## src/rtl/audio_tone_sched.sv

```systemverilog
// Purpose: round-robin scheduler for two tone requesters sharing one PWM audio channel, with a silent gap after each tone.
// Latency: req seen at a clock edge -> ack in the following cycle -> first PWM sample one cycle after that.
// Backpressure: requesters hold req until their ack; requests are ignored during PLAY/GAP and while abort is high.
module audio_tone_sched #(
  parameter int PERIOD      = 512,
  parameter int DW          = 16,
  parameter int LW          = 16,
  parameter int GAP_PERIODS = 4
) (
  input  logic          clk,
  input  logic          rst,
  input  logic [1:0]    req,
  input  logic [DW-1:0] duty0,
  input  logic [DW-1:0] duty1,
  input  logic [LW-1:0] len0,
  input  logic [LW-1:0] len1,
  input  logic          abort,
  output logic [1:0]    ack,
  output logic          done,
  output logic          grant_id,
  output logic          busy,
  output logic          AUD_SD,
  output logic          AUD_PWM
);

  // Counter width covers 0..PERIOD; compare width covers both counter and duty.
  localparam int CW       = (PERIOD < 1) ? 1 : $clog2(PERIOD + 1);
  localparam int MW       = (CW > DW) ? CW : DW;
  localparam int GAP_LAST = (GAP_PERIODS > 0) ? GAP_PERIODS - 1 : 0;

  localparam logic [CW-1:0] CNT_MAX     = CW'(PERIOD);
  localparam logic [LW-1:0] GAP_LAST_PC = LW'(GAP_LAST);

  typedef enum logic [1:0] {
    S_IDLE = 2'd0,
    S_PLAY = 2'd1,
    S_GAP  = 2'd2
  } state_t;

  state_t        state_q, state_d;
  logic [CW-1:0] cnt_q, cnt_d;
  logic [LW-1:0] pc_q, pc_d;
  logic [DW-1:0] duty_q, duty_d;
  logic [LW-1:0] len_q, len_d;
  logic          last_q, last_d;
  logic          gid_q, gid_d;
  logic [1:0]    ack_q, ack_d;
  logic          done_q, done_d;
  logic          pwm_q, pwm_d;

  logic          win;
  logic [DW-1:0] duty_sel;
  logic [LW-1:0] len_sel;
  logic          period_end;
  logic          pwm_cmp;
  logic          tone_last;
  logic          gap_last;

  // Arbitration and period bookkeeping shared by the state logic.
  always_comb begin
    // On a tie the requester that did not win last time takes the channel.
    if (req == 2'b11) begin
      win = ~last_q;
    end else begin
      win = req[1];
    end
    duty_sel   = win ? duty1 : duty0;
    len_sel    = win ? len1 : len0;
    period_end = (cnt_q == CNT_MAX);
    pwm_cmp    = (MW'(cnt_q) < MW'(duty_q));
    tone_last  = (pc_q == (len_q - LW'(1)));
    gap_last   = (pc_q == GAP_LAST_PC);
  end

  // State register and all datapath registers; reset is asynchronous.
  always_ff @(posedge clk or posedge rst) begin
    if (rst) begin
      state_q <= S_IDLE;
      cnt_q   <= '0;
      pc_q    <= '0;
      duty_q  <= '0;
      len_q   <= '0;
      last_q  <= 1'b1;
      gid_q   <= 1'b0;
      ack_q   <= 2'b00;
      done_q  <= 1'b0;
      pwm_q   <= 1'b0;
    end else begin
      state_q <= state_d;
      cnt_q   <= cnt_d;
      pc_q    <= pc_d;
      duty_q  <= duty_d;
      len_q   <= len_d;
      last_q  <= last_d;
      gid_q   <= gid_d;
      ack_q   <= ack_d;
      done_q  <= done_d;
      pwm_q   <= pwm_d;
    end
  end

  // Next-state and next-output logic; pulses and PWM default low every cycle.
  always_comb begin
    state_d = state_q;
    cnt_d   = cnt_q;
    pc_d    = pc_q;
    duty_d  = duty_q;
    len_d   = len_q;
    last_d  = last_q;
    gid_d   = gid_q;
    ack_d   = 2'b00;
    done_d  = 1'b0;
    pwm_d   = 1'b0;

    case (state_q)
      S_IDLE: begin
        // Still IDLE right after an ack means the granted tone had zero length:
        // it completes immediately.
        done_d = |ack_q;
        if (!abort && (|req)) begin
          ack_d  = win ? 2'b10 : 2'b01;
          duty_d = duty_sel;
          len_d  = len_sel;
          gid_d  = win;
          last_d = win;
          cnt_d  = '0;
          pc_d   = '0;
          if (len_sel != '0) begin
            state_d = S_PLAY;
          end
        end
      end

      S_PLAY: begin
        if (abort) begin
          state_d = S_IDLE;
          cnt_d   = '0;
          pc_d    = '0;
        end else begin
          pwm_d = pwm_cmp;
          if (period_end) begin
            cnt_d = '0;
            if (tone_last) begin
              // Last sample is dropped so the gap starts with the output low.
              pwm_d  = 1'b0;
              done_d = 1'b1;
              pc_d   = '0;
              if (GAP_PERIODS > 0) begin
                state_d = S_GAP;
              end else begin
                state_d = S_IDLE;
              end
            end else begin
              pc_d = pc_q + LW'(1);
            end
          end else begin
            cnt_d = cnt_q + CW'(1);
          end
        end
      end

      S_GAP: begin
        if (abort) begin
          state_d = S_IDLE;
          cnt_d   = '0;
          pc_d    = '0;
        end else if (period_end) begin
          cnt_d = '0;
          if (gap_last) begin
            pc_d    = '0;
            state_d = S_IDLE;
          end else begin
            pc_d = pc_q + LW'(1);
          end
        end else begin
          cnt_d = cnt_q + CW'(1);
        end
      end

      default: begin
        state_d = S_IDLE;
        cnt_d   = '0;
        pc_d    = '0;
      end
    endcase
  end

  // Outputs are taken straight from registers so they clear with reset.
  assign ack      = ack_q;
  assign done     = done_q;
  assign grant_id = gid_q;
  assign busy     = (state_q != S_IDLE);
  assign AUD_SD   = (state_q == S_PLAY);
  assign AUD_PWM  = pwm_q;

endmodule

```

## config.mk

```make
export PLATFORM = sky130hd
export DESIGN_NAME = audio_tone_sched
export DESIGN_NICKNAME = d
export VERILOG_FILES = /design/src/rtl/audio_tone_sched.sv
export SDC_FILE = /design/constraint.sdc
export NUM_CORES = 1
export LEC_CHECK = 0
export ABC_CLOCK_PERIOD_IN_PS = 6400
export CAP_MARGIN = 25
export CORE_MARGIN = 2
export CORE_UTILIZATION = 44
export DETAILED_ROUTE_END_ITERATION = 12
export PLACE_DENSITY = 0.68
export SYNTH_ARGS = -nofsm -noshare
export SYNTH_HDL_FRONTEND = slang
export SYNTH_SLANG_ARGS = --single-unit
```

## constraint.sdc

```tcl
create_clock -name clk -period 6.4 [get_ports clk]
set_input_delay 1.28 -clock clk [delete_from_list [all_inputs] [get_ports clk]]
set_output_delay 1.28 -clock clk [all_outputs]
set_load 0.05 [all_outputs]
```

==> qor.json, run 1 <==
{
  "globalRouteTotalUtil": 0.217,
  "yosysWarningCount": 0,
  "ant_diodes": 0,
  "post-dp-hpwl_um": 8320,
  "initial_core_util": 0.452,
  "crit_fanout": 19,
  "achievable-frequency_mhz": 254,
  "place.port_buffers": 75,
  "timing.final.hold_violations": 0,
  "post_cts_resize_count": 0,
  "worst_path_largest_cell_delay_ps": 890,
  "clock_skew_ps": 12.5,
  "detail_route.wl_per_cell_um": 15.5,
  "post_synth_instance_area_sq_um": 4400,
  "num_rows": 36,
  "vias": 4117,
  "cp_slowest_cell": "or4_1",
  "placeableCoreArea_sq_um": 9730,
  "required_time_worst_endpoint_ps": 6610,
  "vias_in_the_first_global_route": 4016,
  "cts_sinks": 66,
  "die_area_sq_um": 10800,
  "placed_cells_incl_taps": 704,
  "postSynthCellCount": 522,
  "boundaryPins": 76,
  "drtAntennaViolNets": 0,
  "fin_crit_ps": 3940,
  "wire_length_of_the_first_global_routing_pass_um": 19300,
  "die_w_um": 104,
  "cts_tree": "built",
  "detailed_place.area_sq_um": 5210,
  "path_cells": "or4_1 > or4_1 > and3_1 > o31a_1 > or4_1 > a31oi_4 > o22ai_1",
  "cp_common_cell": "or4_1",
  "setup.worst_path.end_class": "flop",
  "postLayoutCellArea_sq_um": 5430,
  "post_synth.cell_area_avg_sq_um": 8.43,
  "vdd.ir_drop.worst_mv": 0.129,
  "stdcell_count": 721,
  "synth_seq_cells": 66,
  "ys_async_sr_fraction": 1.00,
  "net_count_of_the_mapped_netlist": 607,
  "maxcap_violations": 0,
  "ys.flop_type": "dfrtp_1",
  "worst_ep_arrival_time_ps": 4150,
  "post_cts_buffers": 0,
  "worst_hold_slack_ps": 484,
  "kind_of_critical_path": "reg2reg",
  "timing_worst_slew_pin_value_ps": 1020,
  "fin_setup_tns_ps": 0,
  "synth_edf_count": 0,
  "grt_start_max_net_pins": 69,
  "hold_buffers": 0,
  "tritoncts.num_buffers": 9,
  "viasPerCell": 5.71,
  "hp-class": "reg2reg",
  "power.leakage_nw": 2.33,
  "remaining_drc_errors": 0,
  "detail_route.wirelength_um": 11200,
  "layout-drive-gt1-share": 0.0442,
  "synthToLayoutAreaGrowth_pct": 23.4,
  "relSlewSlack": 0.321,
  "clk_path_buf_depth": 2,
  "drt-pass1-iter-count": 5,
  "count_of_filler_cells_inserted_in_the_layout": 950,
  "timing_max_transition_violations_final": 0,
  "die_height_um": 104,
  "globalRoute.totalOverflow": 0,
  "initialDrtViolationCount": 196,
  "htree_num_levels": 3,
  "clock-root-buffer": "clkbuf_8",
  "final_net_count": 668,
  "clk_pin_slew_worst_paths_ps": 70,
  "unrepaired_setup_endpoints_after_global_routing": "false",
  "result_of_the_run": "completed",
  "gp_congestion": 0.917,
  "finalCritPeriodShare": 0.616,
  "power-per-cell-area_nw_per_um2": 336,
  "critical_path.startpoint_type": "flop",
  "synth-seq-area-share": 0.376,
  "initial_antenna_violation_count": 0,
  "setup_viol": 0,
  "clock_insertion_delay_worst_skew_ps": 350,
  "synth.lib_cells_used.distinct": 57
}
## cell usage after synthesis, drive strengths merged (7+ instances only)
| master | count | area (sq um) |
|---|---|---|
| or4 | 9 | 67.6 |
| xnor2 | 8 | 70.1 |
| a21oi | 19 | 95.1 |
| nand2 | 66 | 248 |
| o21ai | 56 | 280 |
| nor4 | 13 | 81.3 |
| nor2 | 28 | 105 |
| nand4 | 13 | 81.3 |
| a21o | 7 | 52.6 |
| dfrtp | 65 | 1630 |
| inv | 31 | 116 |
| o31ai | 7 | 52.6 |
| xor2 | 12 | 105 |
| mux2i | 34 | 340 |
| o22ai | 15 | 93.8 |
| nor3 | 15 | 75.1 |
| and3 | 8 | 50.1 |
| nand3 | 19 | 95.1 |
| ha | 16 | 200 |
| clkbuf | 22 | 82.6 |
## sequential cells by signal, summed over array words and instances (netlist names)
signal and count:
cnt_q 10, done 1, AUD_PWM 1, grant_id 1, ack 2, len_q 16, duty_q 16, state_q 2
last_q 1, pc_q 16
## worst paths after layout
kind                            from         to  slack, ps  cells after the start
setup / recovery            len_q[4]    pc_q[7]       2460                      7
hold / removal             duty_q[7]  duty_q[7]        480                      2
setup reg to reg            len_q[4]    pc_q[7]       2460                      7
hold reg to reg            duty_q[7]  duty_q[7]        480                      2
max in group asynchronous        rst   len_q[4]       4350                      3
min in group asynchronous        rst   cnt_q[1]       1490                      3
## layout make-up
cell class	count	area [sq um]	share of cell area
sequential	66	1650	0.304
clock buffer	12	145	0.0267
timing repair buffer	78	786	0.145
tap	133	166	0.0306
inverter	31	116	0.0214
clock inverter	4	51.3	0.00945
multi-input combinational	397	2510	0.463
## layer usage
metal | vias to the layer above | global-route usage | wire (um)
met2 | 148 | 0.359 | 5330
met3 | 29 | 0.0313 | 660
met1 | 1916 | 0.286 | 4940
met5 | - | 0 | 0
met4 | 0 | 0.0869 | 271
li1 | 2024 | - | -
## cells in the final DEF, fill, tap and decap left out, drive strengths merged, types with 13 or more instances in the layout
| cell | n |
|---|---|
| nor3 | 15 |
| dfrtp | 65 |
| nor2 | 28 |
| a21oi | 19 |
| o21ai | 56 |
| nor4 | 13 |
| nand2 | 66 |
| clkdlybuf4s50 | 75 |
| mux2i | 34 |
| inv | 31 |
| nand4 | 13 |
| ha | 16 |
| o22ai | 15 |
| nand3 | 19 |
## critical path: cells and delay by family, from the launching register on
kind / cells / cell delay (ps)
compound gates: 3 / 1010
flops: 1 / 450
simple gates: 4 / 2350
## metrics by stage
stage	power (mW)	util	setup WS [ps]
6_report	1.82	0.558	2460
5_1_grt	1.97	0.558	2310
4_1_cts	1.82	0.556	2510
3_5_place_dp	1.46	0.536	2460
3_3_place_gp	1.43	0.536	2580
2_1_floorplan	1.24	-	3090
## power by group
group / leakage (nW) / total [mW] / internal [mW] / switching (mW)
clock network: 0.0966 / 0.355 / 0.191 / 0.164
registers: 0.861 / 0.663 / 0.542 / 0.121
logic: 1.37 / 0.805 / 0.345 / 0.459
total: 2.33 / 1.82 / 1.08 / 0.744
## cell families (layout without fill, tap and decap cells)
logic type,count (synthesis),in the layout,share of synthesized area
muxes,34,34,0.0773
AOI/OAI and AO/OA,130,130,0.183
adders and majority gates,16,16,0.0455
DFF,66,66,0.376
and+or+nand+nor,197,197,0.225
buffers and inverters,59,125,0.0535
xor gates and xnor gates,20,20,0.0398
(Power assumes the default switching activity.)
==> run 2, diff against run 1 <==
Settings changed: ABC_CLOCK_PERIOD_IN_PS 6400 to 3730.
Clock period 6.4 ns to 3.73 ns, I/O delays scaled along.
==> run 2 against run 1 <==
Effect of this change: power rose by 80%; critical path depth is 2 higher; global-route usage rose by 0.38 points; first-iteration DRC count shrank 2.6%; hold slack lost 3.9 ps; utilization grew 1.2 points; design area up 2.1%; sequential power is 72% higher; non-clock buffer count up 12; clock power is 110% higher.
==> qor.json, run 2 (same netlist as run 1, synthesis figures left out) <==
{
  "clock_insertion_delay_worst_skew": {"value": 360, "unit": "ps", "change": "about the same"},
  "timing_worst_slew_pin_value": {"value": 765, "unit": "ps", "change": "-253 ps"},
  "post-dp-hpwl": {"value": 8860, "unit": "um", "change": "+6.4%"},
  "worst_hold_slack": {"value": 480, "unit": "ps", "change": "-3.90 ps"},
  "die_area": {"value": 10800, "unit": "sq um", "change": "unchanged"},
  "initial_antenna_violation_count": {"value": 0, "change": "unchanged"},
  "placeableCoreArea": {"value": 9730, "unit": "sq um", "change": "unchanged"},
  "placed_cells_incl_taps": {"value": 717, "change": "+1.8%"},
  "setup_viol": {"value": 0, "change": "unchanged"},
  "layout_top_registers": "duty_q (16), len_q (16), pc_q (16)",
  "maxcap_violations": {"value": 0, "change": "unchanged"},
  "synthToLayoutAreaGrowth_pct": 26.0,
  "grt_util_met3": {"value": 0.0376, "change": "+0.00627"},
  "clock-root-buffer": "clkbuf_8",
  "fin_setup_tns": {"value": 0, "unit": "ps", "change": "unchanged"},
  "gp_congestion": {"value": 0.896, "change": "-2.3%"},
  "result_of_the_run": "completed",
  "power.leakage": {"value": 2.40, "unit": "nW", "change": "+2.8%"},
  "cts_tree": "built",
  "r2r_setup_slack": {"value": 270, "unit": "ps", "change": "-2190 ps"},
  "power-per-cell-area": {"value": 591, "unit": "nW/um^2", "change": "+76%"},
  "achievable-frequency": {"value": 289, "unit": "MHz", "change": "+14%"},
  "ant_diodes": {"value": 0, "change": "unchanged"},
  "remaining_drc_errors": {"value": 0, "change": "unchanged"},
  "post_cts_buffers": {"value": 0, "change": "unchanged"},
  "setup.worst_path.end_class": "flop",
  "kind_of_critical_path": "reg2reg",
  "viasPerCell": {"value": 5.64, "change": "-1.2%"},
  "fin_crit": {"value": 3460, "unit": "ps", "change": "-479 ps"},
  "timing_max_transition_violations_final": {"value": 0, "change": "unchanged"},
  "grt_start_max_net_pins": {"value": 36, "change": "-48%"},
  "unrepaired_setup_endpoints_after_global_routing": "false",
  "layout-drive-gt1-share": {"value": 0.0633, "change": "+0.0191"},
  "detail_route.wl_per_cell": {"value": 15.7, "unit": "um", "change": "+0.97%"},
  "die_w": {"value": 104, "unit": "um", "change": "unchanged"},
  "place.port_buffers": {"value": 75, "change": "unchanged"},
  "worst_ep_arrival_time": {"value": 3700, "unit": "ps", "change": "-450 ps"},
  "critical_path.startpoint_type": "flop",
  "use_met2": {"value": 0.360, "change": "+0.000470"},
  "die_height": {"value": 104, "unit": "um", "change": "unchanged"},
  "boundaryPins": {"value": 76, "change": "unchanged"},
  "htree_num_levels": {"value": 3, "change": "unchanged"},
  "drtAntennaViolNets": {"value": 0, "change": "unchanged"},
  "relSlewSlack": {"value": 0.485, "change": "+0.164"},
  "initial_core_util": {"value": 0.452, "change": "unchanged"},
  "most_common_cell_after_layout_fill_and_taps_aside": "clkdlybuf4s50_1",
  "most_frequent_cells_in_the_layout": "75 x clkdlybuf4s50_1, 66 x nand2_1, 65 x dfrtp_1",
  "global_route.peak_usage_layer": "met2",
  "drt-pass1-iter-count": {"value": 5, "change": "unchanged"},
  "finalCritPeriodShare": {"value": 0.928, "change": "+0.312"},
  "num_rows": {"value": 36, "change": "unchanged"},
  "initialDrtViolationCount": {"value": 191, "change": "-2.6%"},
  "timing.final.hold_violations": {"value": 0, "change": "unchanged"},
  "detail_route.wirelength": {"value": 11500, "unit": "um", "change": "+2.7%"},
  "clk_pin_slew_worst_paths": {"value": 80, "unit": "ps", "change": "about the same"},
  "hp-class": "reg2reg",
  "vias_in_the_first_global_route": {"value": 3973, "change": "-1.1%"},
  "tritoncts.num_buffers": {"value": 9, "change": "unchanged"},
  "vdd.ir_drop.worst": {"value": 0.269, "unit": "mV", "change": "+110%"},
  "hold_buffers": {"value": 0, "change": "unchanged"},
  "crit_fanout": {"value": 8, "change": "-11"},
  "clock_skew": {"value": 11.6, "unit": "ps", "change": "-0.906 ps"},
  "wire_length_of_the_first_global_routing_pass": {"value": 19300, "unit": "um", "change": "unchanged"},
  "cts_sinks": {"value": 66, "change": "unchanged"},
  "globalRouteTotalUtil": {"value": 0.221, "change": "+0.00382"},
  "count_of_filler_cells_inserted_in_the_layout": {"value": 914, "change": "-3.8%"},
  "met1_usage": {"value": 0.293, "change": "+0.00775"},
  "final_net_count": {"value": 680, "change": "+1.8%"},
  "required_time_worst_endpoint": {"value": 3960, "unit": "ps", "change": "-2650 ps"},
  "globalRoute.totalOverflow": {"value": 0, "change": "unchanged"},
  "clk_path_buf_depth": {"value": 2, "change": "unchanged"},
  "post_cts_resize_count": {"value": 0, "change": "unchanged"},
  "stdcell_count": {"value": 733, "change": "+1.7%"},
  "vias": {"value": 4134, "change": "+0.41%"}
}
[run 2: cell count changes in the layout (fill, tap and decap cells not counted)]
cell | before | now
bufinv_16 | 1 | 3
buf_12 | 1 | 0
clkinv_4 | 1 | 0
buf_4 | 2 | 15
clkbuf_8 | 10 | 9
[run 2: worst paths after layout]
path / from / endpoint / cells after the start
worst max-delay path: len_q[0] / state_q[0] / 9
worst min-delay path: grant_id / grant_id / 1
worst max register to register: len_q[0] / state_q[0] / 9
worst min register to register: grant_id / grant_id / 1
max in group asynchronous: rst / last_q / 3
min in group asynchronous: rst / cnt_q[6] / 2
[run 2: power by group]
group	internal (mW)	switching [mW]
combinational	0.621	0.787
sequential	0.930	0.211
clock	0.444	0.286
total	1.99	1.28
[run 2: metrics by stage]
step	utilization	setup WS (ps)	instance area, sq um	total power, mW
2_1_floorplan	-	424	4400	2.13
3_3_place_gp	0.546	368	5310	2.52
3_5_place_dp	0.546	292	5310	2.56
4_1_cts	0.570	291	5550	3.29
5_1_grt	0.570	142	5550	3.53
6_report	0.570	270	5550	3.28
[run 2: area by class of cell]
type / count / area, sq um / share of cell area
Multi-Input combinational cell: 397 / 2510 / 0.453
Timing Repair Buffer: 90 / 863 / 0.156
Clock inverter: 5 / 103 / 0.0185
Clock buffer: 11 / 131 / 0.0237
Sequential cell: 66 / 1650 / 0.298
Tap cell: 133 / 166 / 0.0300
Inverter: 31 / 116 / 0.0210
[run 2: critical path: stages, from the launching register on]
cell      delay (ps)
dfrtp_1          430
inv_1             80
ha_1             200
or3b_2           540
nor4b_1          430
mux2i_1          240
a311oi_1          60
or4_1            750
and4b_1          290
or3_1            330
[run 2: metal layers]
layer / vias to the layer above / share of wire
li1: 2039 / -
met1: 1947 / 0.46
met2: 133 / 0.47
met3: 15 / 0.052
met4: 0 / 0.018
met5: - / 0
